$ cat src/rtl/cms_ctrl_pkg.sv
// rtl/cms_ctrl_pkg.sv - shared types and constants for the control-port write sequencer
package cms_ctrl_pkg;

  localparam int CTRL_ADDR_WIDTH_DEF = 8;
  localparam int CTRL_DATA_WIDTH_DEF = 64;

  typedef struct packed {
    logic [CTRL_ADDR_WIDTH_DEF-1:0] addr;
    logic [CTRL_DATA_WIDTH_DEF-1:0] wdata;
  } ctrl_cmd_t;

  typedef enum logic [1:0] {
    IDLE  = 2'd0,
    SETUP = 2'd1,
    PULSE = 2'd2,
    GAP   = 2'd3
  } seq_state_t;

  function automatic int max_int(input int a, input int b);
    return (a > b) ? a : b;
  endfunction

endpackage

$ cat src/rtl/cms_ctrl_fifo.sv
// rtl/cms_ctrl_fifo.sv - synchronous command FIFO with wrap-bit pointers
module cms_ctrl_fifo
  import cms_ctrl_pkg::*;
#(
  parameter int  DEPTH = 4,
  parameter type cmd_t = ctrl_cmd_t
) (
  input  logic clk,
  input  logic rst,
  input  logic push,
  input  cmd_t push_data,
  input  logic pop,
  output cmd_t pop_data,
  output logic full,
  output logic empty
);

  localparam int AW = $clog2(DEPTH);

  logic [AW:0] wr_ptr;
  logic [AW:0] rd_ptr;
  cmd_t        mem [DEPTH];
  logic        do_push;
  logic        do_pop;

  // Full is judged on the registered pointers only, so a same-cycle pop never frees a slot early.
  assign full    = (wr_ptr[AW] != rd_ptr[AW]) && (wr_ptr[AW-1:0] == rd_ptr[AW-1:0]);
  assign empty   = (wr_ptr == rd_ptr);
  assign do_push = push && !full;
  assign do_pop  = pop && !empty;

  assign pop_data = mem[rd_ptr[AW-1:0]];

  always_ff @(posedge clk) begin
    if (rst) begin
      wr_ptr <= '0;
      rd_ptr <= '0;
    end else begin
      if (do_push) wr_ptr <= wr_ptr + 1'b1;
      if (do_pop)  rd_ptr <= rd_ptr + 1'b1;
    end
  end

  always_ff @(posedge clk) begin
    if (do_push) mem[wr_ptr[AW-1:0]] <= push_data;
  end

endmodule

$ cat src/rtl/cms_ctrl_sequencer.sv
// rtl/cms_ctrl_sequencer.sv - two-requester arbiter, command FIFO and write-strobe sequencer
module cms_ctrl_sequencer
  import cms_ctrl_pkg::*;
#(
  parameter int CTRL_ADDR_WIDTH = CTRL_ADDR_WIDTH_DEF,
  parameter int CTRL_DATA_WIDTH = CTRL_DATA_WIDTH_DEF,
  parameter int FIFO_DEPTH      = 4,
  parameter int WE_HIGH_CYCLES  = 1,
  parameter int WE_GAP_CYCLES   = 2
) (
  input  logic                       clk,
  input  logic                       rst,
  input  logic                       req0_valid,
  output logic                       req0_ready,
  input  logic [CTRL_ADDR_WIDTH-1:0] req0_addr,
  input  logic [CTRL_DATA_WIDTH-1:0] req0_wdata,
  input  logic                       req1_valid,
  output logic                       req1_ready,
  input  logic [CTRL_ADDR_WIDTH-1:0] req1_addr,
  input  logic [CTRL_DATA_WIDTH-1:0] req1_wdata,
  output logic [CTRL_ADDR_WIDTH-1:0] ctrl_addr,
  output logic [CTRL_DATA_WIDTH-1:0] ctrl_wdata,
  output logic                       ctrl_write_enable,
  output logic                       busy,
  output logic [15:0]                issued_count
);

  typedef struct packed {
    logic [CTRL_ADDR_WIDTH-1:0] addr;
    logic [CTRL_DATA_WIDTH-1:0] wdata;
  } cmd_t;

  localparam int PH_MAX = max_int(WE_HIGH_CYCLES, WE_GAP_CYCLES);
  localparam int PH_W   = $clog2(PH_MAX + 1);
  localparam logic [PH_W-1:0] HIGH_LAST = PH_W'(WE_HIGH_CYCLES - 1);
  localparam logic [PH_W-1:0] GAP_LAST  = PH_W'(WE_GAP_CYCLES - 1);

  logic       fifo_full;
  logic       fifo_empty;
  logic       fifo_push;
  logic       fifo_pop;
  cmd_t       push_cmd;
  cmd_t       head_cmd;

  // last_grant: 1 means req1 won the previous handshake, so req0 is favoured next.
  logic       last_grant;
  logic       pick1;

  seq_state_t state;
  seq_state_t state_n;
  logic [PH_W-1:0] phase;
  logic [PH_W-1:0] phase_n;
  logic       load;
  logic       count_inc;

  always_comb begin
    pick1 = !last_grant;
    if (req0_valid && !req1_valid)      pick1 = 1'b0;
    else if (req1_valid && !req0_valid) pick1 = 1'b1;
  end

  assign req0_ready = !fifo_full && !pick1;
  assign req1_ready = !fifo_full && pick1;
  assign fifo_push  = (req0_valid && req0_ready) || (req1_valid && req1_ready);
  assign push_cmd   = pick1 ? cmd_t'{addr: req1_addr, wdata: req1_wdata}
                            : cmd_t'{addr: req0_addr, wdata: req0_wdata};

  always_ff @(posedge clk) begin
    if (rst)            last_grant <= 1'b1;
    else if (fifo_push) last_grant <= pick1;
  end

  cms_ctrl_fifo #(
    .DEPTH (FIFO_DEPTH),
    .cmd_t (cmd_t)
  ) u_fifo (
    .clk       (clk),
    .rst       (rst),
    .push      (fifo_push),
    .push_data (push_cmd),
    .pop       (fifo_pop),
    .pop_data  (head_cmd),
    .full      (fifo_full),
    .empty     (fifo_empty)
  );

  assign fifo_pop = load;

  always_ff @(posedge clk) begin
    if (rst) begin
      state        <= IDLE;
      phase        <= '0;
      ctrl_addr    <= '0;
      ctrl_wdata   <= '0;
      issued_count <= '0;
    end else begin
      state <= state_n;
      phase <= phase_n;
      if (load) begin
        ctrl_addr  <= head_cmd.addr;
        ctrl_wdata <= head_cmd.wdata;
      end
      if (count_inc) issued_count <= issued_count + 16'd1;
    end
  end

  always_comb begin
    state_n   = state;
    phase_n   = phase;
    load      = 1'b0;
    count_inc = 1'b0;
    case (state)
      IDLE: begin
        if (!fifo_empty) begin
          load    = 1'b1;
          state_n = SETUP;
        end
      end
      SETUP: begin
        state_n   = PULSE;
        phase_n   = '0;
        count_inc = 1'b1;
      end
      PULSE: begin
        if (phase == HIGH_LAST) begin
          state_n = GAP;
          phase_n = '0;
        end else begin
          phase_n = phase + 1'b1;
        end
      end
      GAP: begin
        // Chaining straight into SETUP keeps back-to-back pulses at a fixed pitch.
        if (phase == GAP_LAST) begin
          phase_n = '0;
          if (!fifo_empty) begin
            load    = 1'b1;
            state_n = SETUP;
          end else begin
            state_n = IDLE;
          end
        end else begin
          phase_n = phase + 1'b1;
        end
      end
      default: state_n = IDLE;
    endcase
  end

  always_comb begin
    ctrl_write_enable = (state == PULSE);
    busy              = (state != IDLE) || !fifo_empty;
  end

endmodule
$ cat config.mk
export PLATFORM = sky130hd
export DESIGN_NAME = cms_ctrl_sequencer
export DESIGN_NICKNAME = d
export VERILOG_FILES = /design/src/rtl/cms_ctrl_pkg.sv /design/src/rtl/cms_ctrl_fifo.sv /design/src/rtl/cms_ctrl_sequencer.sv
export SDC_FILE = /design/constraint.sdc
export NUM_CORES = 1
export LEC_CHECK = 0
export ABC_AREA = 1
export CAP_MARGIN = 15
export CORE_MARGIN = 5
export CORE_UTILIZATION = 50
export CTS_BUF_LIST = sky130_fd_sc_hd__clkbuf_4 sky130_fd_sc_hd__clkbuf_8
export DETAILED_ROUTE_END_ITERATION = 7
export PLACE_DENSITY = 0.75
export SLEW_MARGIN = 20
export SYNTH_ARGS = -nofsm -noshare
export SYNTH_HDL_FRONTEND = slang
export SYNTH_SLANG_ARGS = --single-unit
$ cat constraint.sdc
create_clock -name clk -period 13.5 [get_ports clk]
set_input_delay 1.35 -clock clk [delete_from_list [all_inputs] [get_ports clk]]
set_output_delay 1.35 -clock clk [all_outputs]
set_load 0.02 [all_outputs]
* After elaboration in Yosys (flattened, before gate mapping) *
Memories as Yosys holds them, arrays and structs flattened. A register that Yosys moved wholly into a read port is not among the register bits.
Index checks and enable logic that the tools add are counted.

storage, ports and cells
  flip-flop bits (word level) = 27
  RAM bits = 288
  bits of input ports = 148
  output and inout bits = 92
  word-level logic and storage cells = 60
  memories = 1

memories
  memory      words  bits a word  read ports  clocked after Yosys merged registers in  wr ports  line                 source
  u_fifo.mem  4      72           1           1                                        1         cms_ctrl_fifo.sv:22  cmd_t mem [DEPTH];

operators by class
  $add $sub $neg = 4
  equal/unequal tests = 10
  multiplexer cells = 17
  reduce and logical (&&, ||, !) cells = 22

operators with widths
  cell                   number
  $mux 72                1
  $add 16x1->16 const B  1
  $mux 2                 5
  $logic_and 1x1->1      9
  $mux 1                 8
  $pmux 2 s4             1
  $add 3x1->3 const B    2
  $logic_not 1->1        6
  $pmux 2 s3             1
  $eq 2x1->1 const B     2
  $eq 2x2->1 const B     2
  $logic_not 2->1        2
  $ne 2x2->1 const B     2
  $eq 3x3->1             1
  $reduce_and 3->1       1
  $reduce_bool 3->1      1
  $add 2x1->2 const B    1
  $eq 2x2->1             1
  $logic_or 1x1->1       2
  $ne 2x1->1 const B     1
  $pmux 1 s2             1
  $reduce_bool 2->1      1
  $ne 1x1->1             1

* Logic depth before layout (Yosys ltp) *
Gate-level depths: netlist of run 1.

  depth in word-level cells = 11
  gate-level depth with buffers = 11
  depth with buffers taken out = 10

* By module *
From an unflattened synthesis of run 1, not the netlist that was laid out.

unflattened totals
  cells, all modules = 1503
  area total of the unflattened synthesis = 15917.8 µm²

by module, submodules not included
  module              instances  cells an instance  area an instance (µm²)  seq. area each (µm²)
  cms_ctrl_fifo       1          770                11133.2                 8808.4
  cms_ctrl_sequencer  1          733                4784.6                  1861.8

* Worst setup path after synthesis of run 1 *
No wires, ideal clock.

  kind = input-to-reg
  from = input req1_valid
  to = memory u_fifo.mem[0][0] in the netlist's numbering, enable pin
  setup time = 0.503 ns
  arrival time = 4.612 ns
  required time = 12.997 ns
  path slack = 8.386 ns
  stages on the path = 3
  buffers on the path = 0
  cell sequence = or2_2 nand2_1 nor2_1

between the ends
  word-level cells in the longest chain between the ends = 10
  elaborated cells on any way between the ends = 14
  classes of those cells = 4 x mux; 10 x reduce/logical

ends and longest elaborated chain
  item                                                         line                                                source
  from (decl)                                                  cms_ctrl_sequencer.sv:17                            input logic req1_valid,
  $logic_and 1x1->1 / $logic_not 1->1 (equally long branches)  cms_ctrl_sequencer.sv:59, cms_ctrl_sequencer.sv:58
  $mux 1 / $logic_and 1x1->1 (equally long branches)           cms_ctrl_sequencer.sv:59, cms_ctrl_sequencer.sv:58
  $mux 1                                                       cms_ctrl_sequencer.sv:58                            if (req0_valid && !req1_valid) pick1 = 1'b0;
  $logic_not 1->1                                              cms_ctrl_sequencer.sv:62                            assign req0_ready = !fifo_full && !pick1;
  $logic_and 1x1->1                                            cms_ctrl_sequencer.sv:62
  $logic_and 1x1->1                                            cms_ctrl_sequencer.sv:64                            assign fifo_push = (req0_valid && req0_ready) || (req1_valid && req1_ready);
  $logic_or 1x1->1 *                                           cms_ctrl_sequencer.sv:64
  $logic_and 1x1->1 *                                          cms_ctrl_fifo.sv:29                                 assign do_push = push && !full;
  $mux 1 *                                                     cms_ctrl_fifo.sv:45                                 if (do_push) mem[wr_ptr[AW-1:0]] <= push_data;
  $mux 1 (implied by the code) *                               cms_ctrl_fifo.sv:45
  to (decl)                                                    cms_ctrl_fifo.sv:22

Mark *: on every way between the ends. The rest lies on a longest branch, timed or not.

* Worst setup path in the final report of run 1 *
  from = input req0_valid
  to = output req0_ready

between the ends
  word-level cells in the longest chain between the ends = 6
  elaborated cells on any way between the ends = 7
  classes of those cells = 2 x mux; 5 x reduce/logical

ends and longest elaborated chain
  item                 line                      source
  from (decl)          cms_ctrl_sequencer.sv:13  input logic req0_valid,
  $logic_not 1->1      cms_ctrl_sequencer.sv:59  else if (req1_valid && !req0_valid) pick1 = 1'b1;
  $logic_and 1x1->1    cms_ctrl_sequencer.sv:59
  $mux 1               cms_ctrl_sequencer.sv:59
  $mux 1 *             cms_ctrl_sequencer.sv:58
  $logic_not 1->1 *    cms_ctrl_sequencer.sv:62
  $logic_and 1x1->1 *  cms_ctrl_sequencer.sv:62
  to (decl)            cms_ctrl_sequencer.sv:14  output logic req0_ready,

Marks and branches as above.

==> results of run 1 <==
## cells in the mapped netlist
cell type	count
nand3_1	8
nand3_4	1
nor3_1	8
a221oi_1	2
edfxtp_1	288
nor2_1	176
xor2_1	2
nand4_1	4
inv_2	2
a31oi_1	1
or2_2	1
o21a_1	1
buf_2	32
clkbuf_2	1
nand2_4	1
clkbuf_1	45
a21oi_1	89
o21ai_0	155
buf_4	5
clkinv_2	1
dfxtp_1	99
buf_1	1
a211oi_1	1
buf_6	5
xnor2_1	1
ha_1	14
o22ai_1	73
nand2_2	1
inv_1	34
o21bai_1	1
nand2_1	404
## cell type report
cell class | instances | area, µm² | share of cell area [%]
well taps | 396 | 495 | 2.56
flip-flops and latches | 387 | 10600 | 55.0
repair buffers | 252 | 2500 | 12.9
clock buffers | 86 | 1080 | 5.57
inverters | 37 | 143 | 0.738
clock inverters | 23 | 188 | 0.971
multi-input cells | 944 | 4290 | 22.2
## sequential cells by signal (all words and copies together), names as in the netlist
name           count
ctrl_addr          8
ctrl_wdata        64
issued_count      16
last_grant         1
phase              2
state              2
u_fifo.mem       288
u_fifo.rd_ptr      3
u_fifo.wr_ptr      3
## stage by stage
| step | hold WS (ns) | std cells | setup WS [ns] | instance area, µm² |
|---|---|---|---|---|
| detailed placement | 0.457 | 2015 | 8.10 | 18000 |
| CTS | 0.466 | 2124 | 8.08 | 19300 |
| global route | 0.483 | 2125 | 7.83 | 19300 |
| global placement | 0.452 | 2015 | 8.12 | 18000 |
| finish | 0.464 | 2125 | 8.10 | 19300 |
| floorplan | 0.458 | 1457 | 8.39 | 15500 |
## cells by family (layout without fill, tap and decap cells)
| logic type | count (synthesis) | in the layout | share of synthesized area (%) |
|---|---|---|---|
| and+or+nand+nor | 604 | 604 | 15.0 |
| DFF | 387 | 387 | 68.8 |
| AOI/OAI and AO/OA | 323 | 323 | 11.2 |
| buffers and inverters | 126 | 398 | 3.70 |
| adders and majority gates | 14 | 14 | 1.13 |
| xor gates and xnor gates | 3 | 3 | 0.170 |
## cell usage in the layout, fill, tap and decap left out, types with 2 or more instances in the layout
master / netlist / final
a21oi_1: 89 / 89
a221oi_1: 2 / 2
buf_4: 5 / 13
bufinv_16: 0 / 3
clkbuf_4: 0 / 17
clkbuf_8: 0 / 69
clkdlybuf4s50_1: 0 / 238
clkinv_1: 0 / 13
clkinv_2: 1 / 6
dfxtp_1: 99 / 97
edfxtp_1: 288 / 288
ha_1: 14 / 14
inv_1: 34 / 33
inv_2: 2 / 2
nand2_1: 404 / 404
nand3_1: 8 / 8
nand4_1: 4 / 4
nor2_1: 176 / 172
nor2_4: 0 / 4
nor3_1: 8 / 8
o21ai_0: 155 / 154
o22ai_1: 73 / 73
xor2_1: 2 / 2
## worst max-delay path, cell delays in order
cell and delay, ns:
clkdlybuf4s50_1 0.54, nand2_1 0.07, nand2_1 0.10, o21ai_4 0.06
buf_4 0.37, inv_2 0.11, buf_4 0.63, nand2_1 0.11
inv_1 0.09, clkdlybuf4s50_1 0.60
## power by group through the flow
stage                     sequential, W  combinational [W]  clock [W]
after floorplan                 0.00172           0.000777          0
after global placement          0.00164            0.00129          0
after detailed placement        0.00165            0.00132          0
after CTS                       0.00163            0.00133    0.00102
after global routing            0.00165            0.00146    0.00108
final                           0.00163            0.00132    0.00100
## final timing paths
path | slack [ns] | cells past startpoint | end | start
setup / recovery | 8.10 | 10 | req0_ready | req0_valid
hold / removal | 0.46 | 2 | ctrl_wdata[61]$_SDFFE_PP0P_ | ctrl_wdata[61]$_SDFFE_PP0P_
setup reg to reg | 10.10 | 7 | u_fifo.mem[0][61]$_DFFE_PP_ | u_fifo.rd_ptr[0]$_SDFFE_PP0P_
hold reg to reg | 0.46 | 2 | ctrl_wdata[61]$_SDFFE_PP0P_ | ctrl_wdata[61]$_SDFFE_PP0P_
## per-layer routing
layer	global-route usage (%)	up-vias	wire length [µm]	share of wire (%)
met2	35.6	395	17800	50
met5	0	-	0	0
li1	-	5477	-	-
met4	6.38	0	773	2.2
met1	25.7	5325	14700	41
met3	3.54	70	2530	7.1
==> flow_summary.json, run 1 <==
{
  "finalPower_w": 0.00395,
  "clkTransAtPathRegs_ns": 0.06,
  "seq_power_share_pct": 41.2,
  "core_area_mm2": 0.0306,
  "worst_setup_path_start_kind": "input pin",
  "drc_errors": 0,
  "cts_sinks": 387,
  "slew_headroom_pct": 28.0,
  "netlist_instances": 1457,
  "clock_power_share_pct": 25.3,
  "fillers": 2410,
  "grtUsageTotal_pct": 20.3,
  "swShare_pct": 35.3,
  "holdBufCountCts": 0,
  "first_global_vias": 11306,
  "fin_tns_setup_ns": 0,
  "postCtsSetupBuffers": 0,
  "arrival_ns": 4.05,
  "wirelength_mm": 35.8,
  "antenna_left": 0,
  "hold_viol": 0,
  "die_y_um": 186,
  "drt_iter0_drc": 699,
  "p_sw_w": 0.00139,
  "seq_area_frac_synth_pct": 68.8,
  "dr.pass1.iters": 5,
  "synth_area_per_cell_um2": 10.6,
  "grt_max_degree": 105,
  "fp.dieArea_mm2": 0.0345,
  "dp_hpwl_mm": 20.5,
  "portBuffers": 239,
  "cts_made_buffers": 58,
  "synthTopCellsByArea": "edfxtp_1 (56%), dfxtp_1 (13%), nand2_1 (9.8%)",
  "required_ns": 12.15,
  "initial_utilization_pct": 50.5,
  "synth_nets": 1619,
  "globalplace.congestion": 0.780,
  "final_core_util_pct": 63.2,
  "via_per_inst": 5.30,
  "insertedDiodeCount": 0,
  "overflow": 0,
  "fin_crit_ns": 5.40,
  "synth_top_area_share_pct": 56.0,
  "cap_viol_max_count": 0,
  "cts-resized-gates": 0,
  "min_period_over_period_pct": 40.0,
  "clock_skew_ns": 0.0482,
  "ys_seq_elements": 387,
  "nets": 1842,
  "outcome": "completed",
  "wl_per_cell_um": 16.8,
  "grt_pass1_wl_mm": 56.1,
  "cts_root_buf": "clkbuf_8",
  "area_growth_syn_to_layout_pct": 25.1,
  "num_rows": 64,
  "min-delay-path-class": "flop to flop",
  "drive_gt1_share_pct": 7.23,
  "synth_cell_types": 31,
  "cts_tree": "done",
  "cp_max_fo": 74,
  "setup_viol": 0,
  "htreeDepth": 2,
  "final_max_slew_viol_count": 0,
  "ioPinCount": 240,
  "antenna_found_initial": 0,
  "num_vias": 11267,
  "die_w_um": 186,
  "timing.fmax_ghz": 0.185,
  "ys_warn_count": 0,
  "synthesis.area_mm2": 0.0155,
  "vdd_ir_drop_max_v": 0.000114,
  "worst-setup-path-type": "input pin to output port",
  "p_per_area_mw_per_mm2": 204,
  "yosysTopAreaCell": "edfxtp_1",
  "clkLatencyLatePin_ns": 0.60,
  "p_int_w": 0.00255,
  "comb_power_share_pct": 33.5,
  "end_kind": "output port",
  "rsz0062_at_grt": "false",
  "tightest_slew_ns": 1.08,
  "power_leakage_nw": 7.03,
  "clock_path_buffers": 3
}
(Power assumes the default switching activity.)
==> run 2: changes to the inputs <==
Clock period 13.5 ns to 5.35 ns, I/O delays scaled along.
==> run 2 against run 1 <==
Via count is essentially flat. Register-to-register slack lost 8.0 ns. Sequential cell count is the same. Die area is the same. First-iteration DRC count grew 1.6%. Largest cell class unchanged.
==> flow_summary.json, run 2 (synthesis results as in run 1) <==
{
  "end_kind": "output port",
  "die_w_um": 186,
  "arrival_ns": 2.75,
  "clkTransAtPathRegs_ns": 0.06,
  "cts_made_buffers": 59,
  "dp.cells": 2017,
  "largest_register_ffs": 288,
  "fp.dieArea_mm2": 0.0345,
  "grt_pass1_wl_mm": 56.8,
  "antenna_found_initial": 0,
  "cts_tree": "done",
  "ioPinCount": 240,
  "cts_root_buf": "clkbuf_8",
  "portBuffers": 239,
  "whs_path_depth": 2,
  "die_y_um": 186,
  "dr.pass1.iters": 5,
  "htreeDepth": 2,
  "worst_setup_path_start_kind": "input pin",
  "cts_sinks": 387,
  "holdCritStartpoint": "ctrl_addr[1]$_SDFFE_PP0P_",
  "setup_viol": 0,
  "cap_viol_max_count": 0,
  "cts-resized-gates": 0,
  "seq_power_share_pct": 41.2,
  "p_per_area_mw_per_mm2": 514,
  "final_max_slew_viol_count": 0,
  "dp_hpwl_mm": 21.7,
  "via_per_inst": 5.30,
  "hold-path-endpoint": "ctrl_addr[1]$_SDFFE_PP0P_",
  "holdBufCountCts": 0,
  "fin_tns_setup_ns": 0,
  "first_global_vias": 11235,
  "outcome": "completed",
  "postCtsSetupBuffers": 0,
  "timing.fmax_ghz": 0.304,
  "nets": 1844,
  "worst-setup-path-type": "input pin to output port",
  "globalplace.congestion": 0.789,
  "rsz0062_at_grt": "false",
  "grtUsageTotal_pct": 20.5,
  "antenna_left": 0,
  "slew_headroom_pct": 25.2,
  "clock_path_buffers": 3,
  "fillers": 2379,
  "r2r-start": "u_fifo.rd_ptr[0]$_SDFFE_PP0P_",
  "drc_errors": 0,
  "initial_utilization_pct": 50.5,
  "comb_power_share_pct": 33.5,
  "swShare_pct": 35.3,
  "cp_max_fo": 73,
  "wl_per_cell_um": 16.9,
  "fin_crit_ns": 3.29,
  "area_growth_syn_to_layout_pct": 25.2,
  "stdcell_count": 2127,
  "drive_gt1_share_pct": 7.74,
  "regToRegEndpoint": "u_fifo.rd_ptr[2]$_SDFFE_PP0P_",
  "min_period_over_period_pct": 61.4,
  "p_int_w": 0.00643,
  "mostFrequentLayoutCell": "nand2_1",
  "clkLatencyLatePin_ns": 0.59,
  "tightest_slew_ns": 1.12,
  "p_sw_w": 0.00351,
  "drt_iter0_drc": 710,
  "hold_viol": 0,
  "power_leakage_nw": 7.05,
  "required_ns": 4.82,
  "clock_skew_ns": 0.0332,
  "num_rows": 64,
  "overflow": 0,
  "core_area_mm2": 0.0306,
  "clock_power_share_pct": 25.2,
  "r2r.worst_path.cells": 10,
  "rrSetupSlack_ns": 2.07,
  "insertedDiodeCount": 0,
  "num_vias": 11269,
  "grt_max_degree": 108,
  "min-delay-path-class": "flop to flop",
  "wirelength_mm": 36.0,
  "final_cell_mix": "nand2_1 (404), edfxtp_1 (288), clkdlybuf4s50_1 (238), nor2_1 (172), o21ai_0 (154)",
  "vdd_ir_drop_max_v": 0.000293
}
==> run 2: cell types whose count changed in the layout (fill, tap and decap cells not counted), sizes merged <==
cell,before,now
buf,14,15
clkbuf,86,96
bufinv,3,1
inv,36,37
clkinv,20,12
==> run 2: metal layers <==
layer  vias up  wire, µm  GRT usage, %  share of wire [%]
met5         -         0             0                  0
met4         0       616          5.74                1.7
met3        45      2640          3.95                7.3
met2       405     17900          36.0                 50
met1      5335     14800          26.0                 41
li1       5484         -             -                  -
==> run 2: final cells by class <==
class                   instances  area, µm²  share of cell area (%)
clock inverters                14       96.3                   0.498
inverters                      37        143                   0.737
clock buffers                  96       1170                    6.05
flip-flops and latches        387      10600                    55.0
repair buffers                253       2520                    13.0
multi-input cells             944       4290                    22.2
well taps                     396        495                    2.56
==> run 2: power by group through the flow <==
stage | combinational, W | clock [W] | sequential (W)
6_report | 0.00333 | 0.00251 | 0.00410
5_1_grt | 0.00369 | 0.00270 | 0.00416
4_1_cts | 0.00337 | 0.00255 | 0.00410
3_5_place_dp | 0.00335 | 0 | 0.00416
3_3_place_gp | 0.00327 | 0 | 0.00414
2_1_floorplan | 0.00196 | 0 | 0.00435
==> run 2: critical path, cell delays in order <==
cell and delay, ns:
clkdlybuf4s50_1 0.54, nand2_1 0.07, nand2_1 0.11, o21ai_4 0.07, inv_2 0.05, buf_4 0.57, nand2_1 0.12, inv_1 0.08
clkdlybuf4s50_1 0.60
==> run 2: stage by stage <==
step / worst slack (ns) / total power (W) / utilization (%) / hold WS, ns / cell area [µm²]
after CTS: 2.03 / 0.0100 / 63.3 / 0.466 / 19400
after detailed placement: 2.03 / 0.00751 / 59.1 / 0.456 / 18100
after global routing: 1.76 / 0.0105 / 63.3 / 0.481 / 19400
after floorplan: 0.875 / 0.00631 / - / 0.458 / 15500
final: 2.06 / 0.00994 / 63.3 / 0.465 / 19400
after global placement: 2.07 / 0.00741 / 59.1 / 0.452 / 18100
==> run 2: how the worst max path moves through the flow <==
stage                                        from                            end  slack, ns  cells after the start
floorplan           u_fifo.rd_ptr[0]$_SDFFE_PP0P_     u_fifo.mem[0][0]$_DFFE_PP_       0.87                      7
global placement                       req0_valid                     req0_ready       2.07                      9
detailed placement                     req0_valid                     req0_ready       2.03                      9
CTS                                    req0_valid                     req0_ready       2.03                      9
global route        u_fifo.rd_ptr[0]$_SDFFE_PP0P_  u_fifo.rd_ptr[2]$_SDFFE_PP0P_       1.76                     10
finish                                 req0_valid                     req0_ready       2.06                      9
